===== src/rtl/noc_vc_input_buffer_if.sv =====
// Link/switch-side bundle of the per-port virtual-channel input buffer.
//  slave : the buffer (takes flits and pops, returns heads, credits, status)
//  master: the upstream link plus switch allocator (drives flits and pops)
//  in_valid/in_vc/in_flit  flit from the upstream link, tagged with its VC
//  out_valid/out_flit/out_head  per-VC head flit presented to the allocator
//  out_pop                 per-VC dequeue request
//  credit_out              per-VC one-cycle credit pulse back to upstream
//  vc_busy                 per-VC "inside a packet" status
//  err_overflow/err_framing sticky error flags
interface noc_vc_input_buffer_if #(
  parameter int unsigned FLIT_W = 64,
  parameter int unsigned NUM_VC = 4
);
  localparam int unsigned VCW = (NUM_VC > 1) ? $clog2(NUM_VC) : 1;

  logic                     in_valid;
  logic [VCW-1:0]           in_vc;
  logic [FLIT_W-1:0]        in_flit;
  logic [NUM_VC-1:0]        out_valid;
  logic [NUM_VC*FLIT_W-1:0] out_flit;
  logic [NUM_VC-1:0]        out_head;
  logic [NUM_VC-1:0]        out_pop;
  logic [NUM_VC-1:0]        credit_out;
  logic [NUM_VC-1:0]        vc_busy;
  logic                     err_overflow;
  logic                     err_framing;

  modport slave (
    input  in_valid, in_vc, in_flit, out_pop,
    output out_valid, out_flit, out_head, credit_out, vc_busy,
           err_overflow, err_framing
  );

  modport master (
    output in_valid, in_vc, in_flit, out_pop,
    input  out_valid, out_flit, out_head, credit_out, vc_busy,
           err_overflow, err_framing
  );
endinterface


===== src/rtl/noc_vc_input_buffer.sv =====
// Router input-port buffer: one circular FIFO per virtual channel, credit
// return per dequeued flit, and per-VC head/tail packet framing tracking.
//  clk  rising-edge clock
//  rst  synchronous active-high reset
//  bus  noc_vc_input_buffer_if.slave (link input, per-VC heads, pops,
//       credits, busy status, sticky error flags)
module noc_vc_input_buffer #(
  parameter int unsigned FLIT_W = 64,
  parameter int unsigned NUM_VC = 4,
  parameter int unsigned DEPTH  = 4
) (
  input  logic                   clk,
  input  logic                   rst,
  noc_vc_input_buffer_if.slave   bus
);
  localparam int unsigned VCW = (NUM_VC > 1) ? $clog2(NUM_VC) : 1;
  localparam int unsigned PW  = $clog2(DEPTH);
  localparam int unsigned CW  = PW + 1;

  localparam logic [1:0] FT_BODY   = 2'b00;
  localparam logic [1:0] FT_HEAD   = 2'b01;
  localparam logic [1:0] FT_TAIL   = 2'b10;
  localparam logic [1:0] FT_SINGLE = 2'b11;

  typedef enum logic {ST_IDLE = 1'b0, ST_ACTIVE = 1'b1} frame_state_e;

  logic [FLIT_W-1:0] mem_q [NUM_VC][DEPTH];
  logic [FLIT_W-1:0] mem_d [NUM_VC][DEPTH];
  logic [PW-1:0]     rd_ptr_q [NUM_VC];
  logic [PW-1:0]     rd_ptr_d [NUM_VC];
  logic [PW-1:0]     wr_ptr_q [NUM_VC];
  logic [PW-1:0]     wr_ptr_d [NUM_VC];
  logic [CW-1:0]     cnt_q    [NUM_VC];
  logic [CW-1:0]     cnt_d    [NUM_VC];
  frame_state_e      state_q  [NUM_VC];
  frame_state_e      state_d  [NUM_VC];
  logic [NUM_VC-1:0] credit_q, credit_d;
  logic              err_ovf_q, err_ovf_d;
  logic              err_frm_q, err_frm_d;

  logic              vc_ok_c;
  logic [VCW-1:0]    wvc_c;
  logic [1:0]        in_type_c;
  logic [NUM_VC-1:0] pop_ok_c;
  logic              push_ok_c;
  logic              overflow_c;
  logic              frm_err_c;

  // Request decode: legal VC, accepted pops, accepted push (a same-cycle pop frees a full VC)
  always_comb begin
    vc_ok_c    = 32'(bus.in_vc) < NUM_VC;
    wvc_c      = vc_ok_c ? bus.in_vc : '0;
    in_type_c  = bus.in_flit[FLIT_W-1 -: 2];
    pop_ok_c   = '0;
    for (int v = 0; v < NUM_VC; v++) begin
      pop_ok_c[v] = bus.out_pop[v] & (cnt_q[v] != '0);
    end
    push_ok_c  = bus.in_valid & vc_ok_c &
                 ((cnt_q[wvc_c] != CW'(DEPTH)) | pop_ok_c[wvc_c]);
    overflow_c = bus.in_valid & vc_ok_c & ~push_ok_c;
  end

  // FIFO pointers, counts, storage, credits and sticky errors
  always_comb begin
    mem_d     = mem_q;
    rd_ptr_d  = rd_ptr_q;
    wr_ptr_d  = wr_ptr_q;
    cnt_d     = cnt_q;
    credit_d  = pop_ok_c;
    err_ovf_d = err_ovf_q | overflow_c;
    err_frm_d = err_frm_q | (bus.in_valid & ~vc_ok_c) | (push_ok_c & frm_err_c);
    if (push_ok_c) begin
      mem_d[wvc_c][wr_ptr_q[wvc_c]] = bus.in_flit;
    end
    for (int v = 0; v < NUM_VC; v++) begin
      logic push_here;
      push_here = push_ok_c & (wvc_c == VCW'(v));
      if (pop_ok_c[v]) rd_ptr_d[v] = rd_ptr_q[v] + PW'(1);
      if (push_here)   wr_ptr_d[v] = wr_ptr_q[v] + PW'(1);
      cnt_d[v] = cnt_q[v] + CW'(push_here) - CW'(pop_ok_c[v]);
    end
  end

  // Framing next state: state always follows the accepted flit's type; an
  // unexpected type/state pair only raises the error
  always_comb begin
    state_d   = state_q;
    frm_err_c = 1'b0;
    if (push_ok_c) begin
      unique case (in_type_c)
        FT_HEAD: begin
          frm_err_c      = (state_q[wvc_c] == ST_ACTIVE);
          state_d[wvc_c] = ST_ACTIVE;
        end
        FT_BODY: begin
          frm_err_c      = (state_q[wvc_c] == ST_IDLE);
        end
        FT_TAIL: begin
          frm_err_c      = (state_q[wvc_c] == ST_IDLE);
          state_d[wvc_c] = ST_IDLE;
        end
        FT_SINGLE: begin
          frm_err_c      = (state_q[wvc_c] == ST_ACTIVE);
          state_d[wvc_c] = ST_IDLE;
        end
        default: ;
      endcase
    end
  end

  // Framing state register
  always_ff @(posedge clk) begin
    if (rst) begin
      for (int v = 0; v < NUM_VC; v++) state_q[v] <= ST_IDLE;
    end else begin
      state_q <= state_d;
    end
  end

  // Control/status registers
  always_ff @(posedge clk) begin
    if (rst) begin
      for (int v = 0; v < NUM_VC; v++) begin
        rd_ptr_q[v] <= '0;
        wr_ptr_q[v] <= '0;
        cnt_q[v]    <= '0;
      end
      credit_q  <= '0;
      err_ovf_q <= 1'b0;
      err_frm_q <= 1'b0;
    end else begin
      rd_ptr_q  <= rd_ptr_d;
      wr_ptr_q  <= wr_ptr_d;
      cnt_q     <= cnt_d;
      credit_q  <= credit_d;
      err_ovf_q <= err_ovf_d;
      err_frm_q <= err_frm_d;
    end
  end

  // Flit storage; contents are don't-care after reset
  always_ff @(posedge clk) begin
    mem_q <= mem_d;
  end

  // Outputs: head flit fall-through from storage; HEAD (01) and SINGLE (11)
  // share a set low type bit, so that bit alone marks a packet start
  always_comb begin
    bus.out_valid    = '0;
    bus.out_flit     = '0;
    bus.out_head     = '0;
    bus.vc_busy      = '0;
    bus.credit_out   = credit_q;
    bus.err_overflow = err_ovf_q;
    bus.err_framing  = err_frm_q;
    for (int v = 0; v < NUM_VC; v++) begin
      bus.out_valid[v]                = (cnt_q[v] != '0);
      bus.out_flit[v*FLIT_W +: FLIT_W] = mem_q[v][rd_ptr_q[v]];
      bus.out_head[v]                 = (cnt_q[v] != '0) & mem_q[v][rd_ptr_q[v]][FLIT_W-2];
      bus.vc_busy[v]                  = (state_q[v] == ST_ACTIVE);
    end
  end
endmodule


===== src/flat_wrapper.sv =====
// flat-port wrapper written by rule: the top's interface ports become plain ports
module noc_vc_input_buffer_flat 
#(
  parameter int unsigned FLIT_W = 64,
  parameter int unsigned NUM_VC = 4,
  parameter int unsigned DEPTH  = 4
)
  (clk, rst, bus_in_valid, bus_in_vc, bus_in_flit, bus_out_pop, bus_out_valid, bus_out_flit, bus_out_head, bus_credit_out, bus_vc_busy, bus_err_overflow, bus_err_framing);
  noc_vc_input_buffer_if #(.FLIT_W(FLIT_W), .NUM_VC(NUM_VC)) bus_i ();
  input  logic clk;
  input  logic rst;
  input wire logic [$bits(bus_i.in_valid)-1:0] bus_in_valid;
  input wire logic [$bits(bus_i.in_vc)-1:0] bus_in_vc;
  input wire logic [$bits(bus_i.in_flit)-1:0] bus_in_flit;
  input wire logic [$bits(bus_i.out_pop)-1:0] bus_out_pop;
  output wire logic [$bits(bus_i.out_valid)-1:0] bus_out_valid;
  output wire logic [$bits(bus_i.out_flit)-1:0] bus_out_flit;
  output wire logic [$bits(bus_i.out_head)-1:0] bus_out_head;
  output wire logic [$bits(bus_i.credit_out)-1:0] bus_credit_out;
  output wire logic [$bits(bus_i.vc_busy)-1:0] bus_vc_busy;
  output wire logic [$bits(bus_i.err_overflow)-1:0] bus_err_overflow;
  output wire logic [$bits(bus_i.err_framing)-1:0] bus_err_framing;
  assign bus_i.in_valid = bus_in_valid;
  assign bus_i.in_vc = bus_in_vc;
  assign bus_i.in_flit = bus_in_flit;
  assign bus_i.out_pop = bus_out_pop;
  assign bus_out_valid = bus_i.out_valid;
  assign bus_out_flit = bus_i.out_flit;
  assign bus_out_head = bus_i.out_head;
  assign bus_credit_out = bus_i.credit_out;
  assign bus_vc_busy = bus_i.vc_busy;
  assign bus_err_overflow = bus_i.err_overflow;
  assign bus_err_framing = bus_i.err_framing;
  noc_vc_input_buffer #(.FLIT_W(FLIT_W), .NUM_VC(NUM_VC), .DEPTH(DEPTH)) u_core (.clk(clk), .rst(rst), .bus(bus_i));
endmodule

===== config.mk =====
export PLATFORM = sky130hd
export DESIGN_NAME = noc_vc_input_buffer_flat
export DESIGN_NICKNAME = d
export VERILOG_FILES = /design/src/rtl/noc_vc_input_buffer_if.sv /design/src/rtl/noc_vc_input_buffer.sv /design/src/flat_wrapper.sv
export SDC_FILE = /design/constraint.sdc
export NUM_CORES = 1
export LEC_CHECK = 0
export ABC_AREA = 1
export BUFFER_PORTS_ARGS = -buffer_cell sky130_fd_sc_hd__buf_2
export CAP_MARGIN = 0
export CELL_PAD_IN_SITES_DETAIL_PLACEMENT = 1
export CELL_PAD_IN_SITES_GLOBAL_PLACEMENT = 1
export CORE_MARGIN = 4
export CORE_UTILIZATION = 49
export DETAILED_ROUTE_END_ITERATION = 8
export PLACE_DENSITY = 0.83
export SYNTH_ARGS = -nofsm -noshare
export SYNTH_HDL_FRONTEND = slang
export SYNTH_SLANG_ARGS = --single-unit

===== constraint.sdc =====
create_clock -name clk -period 5.35 [get_ports clk]
set_input_delay 0.535 -clock clk [delete_from_list [all_inputs] [get_ports clk]]
set_output_delay 0.535 -clock clk [all_outputs]
set_load 0.02 [all_outputs]

==> metrics <==
Synth Register Bits=1062; Final ANT Viol Nets=0; postcts setup bufs=0; H-tree depth=3; Worst setup EP type=output port; gr usage total=0.296; Post-synth top cells=1024 x edfxtp_1, 559 x nor2_1, 524 x o21ai_0; Top FF cell, synth=edfxtp_1; CTS tree=done; syn nets=2865; startpoint type of the worst setup path=flip-flop; Via density=6.30; Residual DRC=0; clock group share of total power=0.339; PortBufs=346; slowest CP cell=inv_2; relative slew slack=0.0909; first-pass GRT wire length=188 mm; area grow syn2layout=16.1%; Post-synth ARST share=0; PD cells=494 nW/um^2; Multi-input gate area=7240 um^2; Flop pwr share=0.427; final worst setup slack=1.12 ns; Placer Congestion=0.881; initial cell density of the core=0.493; CTS sink count=1062; Rows=104; Final setup viols=0; DR iter-0 viols=3742; number of synthesized flops with an enable pin=1024; filler cell count=7755; post-cts resize count=0; Yosys cell types=32; switching pwr=7.63 mW; Via Count=26700; clk_skew=0.0278 ns; First-pass DRT Iterations=6; WP data required=4.82 ns; Post-DP Area=42500 um^2; Die X=292 um; worst slack at placement=1.68 ns; cts hold-fix bufs=0; period utilization=0.791; Area contributors post-synth=edfxtp_1 78%, o21ai_0 6.6%, nor2_1 5.3%, o22ai_1 4.0%, dfxtp_1 1.9%; root buffer cell=clkbuf_16; share of layout cells above drive strength 1=0.185; post-synthesis sequential area ratio=0.795; slowest stage delay, CP=1.11 ns; Die ar.=85500 um^2; Pins Over Slew Limit=0; CP Max Fanout=66; Mapped Area=39600 um^2; detailed-route wire length per cell=30.6 um; setup TNS=0 ns; post-route cell area=46000 um^2; io pins=347; die height=292 um; most frequent cell after synthesis=edfxtp_1; Finished Layout Cells=4241; Synth area leader=edfxtp_1; Core Area=80400 um^2; worst-margin pin slew=1.36 ns; Cells after Synth=2780; r2r setup slk=1.96 ns; Fin. Hold Viols=0; Core Util, Final=0.572; CTS Buffer Depth=3; worst path cell trace=inv_2 > o21ai_0 > o22ai_1 > and2_1 > buf_2; worst vdd ir=0.000291 V; Worst Path Arrival=3.70 ns; Power Total=22.7 mW; Cells after DPL=4042; clock slew at reported path FFs=0.06 ns; hold_ws=0.206 ns; dpl hpwl=76.5 mm; Final Critical Period=4.23 ns; Pleak=15.7 nW; largest net degree at the start of global routing=96; RSZ-0062 raised after global routing=no; Internal=15.1 mW; Warnings, synthesis=0; initial antenna violation count=9; Max Clk Rate=236 MHz; Inserted Clock Buffers=107; Tightest Hold Check Type=primary input to flip-flop; Remaining Overflow, GRT=0; Setup CP Type=flip-flop to output port; Yosys top cell area share=0.776; Max-Cap Viols=0; number of global-route vias before repair=27900; Final nets=3176; combinational share of power=0.234; Net Sw Frac=0.336; drt total wl=130 mm; register area=31500 um^2; Avg Cell Area, Syn=14.3 um^2; clk_lat worst skew=0.68 ns; status=finished clean
## cell families after synthesis
logic type	Yosys count	share of synthesized area
compound gates	796	0.109
flops	1062	0.795
buf+inv	251	0.0249
simple gates	655	0.0658
xor+xnor	4	0.000884
fa+ha+maj	12	0.00454
## worst paths after layout
path	startpoint	to	cells after the start
setup / recovery	u_core.rd_ptr_q[5]$_SDFFE_PP0P_	bus_out_head[1]	5
hold reg to reg	u_core.bus.err_framing$_SDFF_PP0_	u_core.bus.err_framing$_SDFF_PP0_	2
setup reg to reg	u_core.cnt_q[4]$_SDFF_PP0_	u_core.mem_q[172]$_DFFE_PP_	9
hold / removal	bus_out_pop[1]	u_core.bus.credit_out[1]$_SDFF_PP0_	3
## routing by layer
metal	part of all wire	wire length, um	GRT usage
met2	0.48	62700	0.482
met4	0.045	5800	0.129
met5	0.00022	29	0
met3	0.097	12600	0.0506
met1	0.38	48700	0.399
## worst max-delay path: cells and delay by family, from the launching register on
| family | cells | cell delay [ns] |
|---|---|---|
| flip-flops | 1 | 0.60 |
| buffers and inverters | 2 | 1.30 |
| AO/OA/AOI/OAI | 2 | 0.79 |
| AND/OR/NAND/NOR | 1 | 0.30 |
## state kept, by name (all words and copies together), names as in the netlist, named ones only
register and flops:
u_core.bus.err_framing 1, u_core.mem_q 1024, u_core.bus.err_overflow 1, u_core.rd_ptr_q 8, u_core.wr_ptr_q 8, u_core.bus.credit_out 4, u_core.cnt_q 12
## cell type report
class,instances,share of cell area
Antenna cell,2,0.000109
Tap cell,1060,0.0288
Clock buffer,138,0.0625
Clock inverter,59,0.0151
Multi-Input combinational cell,1467,0.157
Timing Repair Buffer,377,0.0443
Sequential cell,1062,0.685
Inverter,76,0.00671
## cells in the final DEF (no fill, tap or decap), types with 5 or more instances in the layout
cell,netlist,layout
inv_1,71,59
clkbuf_16,0,110
nand2_1,55,55
o21ai_0,524,524
clkinv_1,0,17
ha_1,8,8
nor2_4,3,15
dfxtp_1,38,30
clkbuf_1,150,26
o22ai_1,256,256
buf_12,0,6
inv_2,3,7
buf_2,21,346
dfxtp_4,0,8
inv_4,1,6
edfxtp_1,1024,1024
buf_4,0,25
nand3_2,6,6
a21oi_1,9,9
nor2_1,559,547
nand4_1,11,11
bufinv_16,0,14
clkinv_2,0,19
nor2_2,5,5
## power by group through the flow
stage / clock network, mW / logic (mW) / registers [mW]
2_1_floorplan: 0 / 3.11 / 9.58
4_1_cts: 7.76 / 5.30 / 9.70
3_3_place_gp: 0 / 4.93 / 9.83
6_report: 7.71 / 5.31 / 9.71
5_1_grt: 8.14 / 5.62 / 9.72
3_5_place_dp: 0 / 5.19 / 9.87
Note: power is estimated with default switching activity, not from simulation.
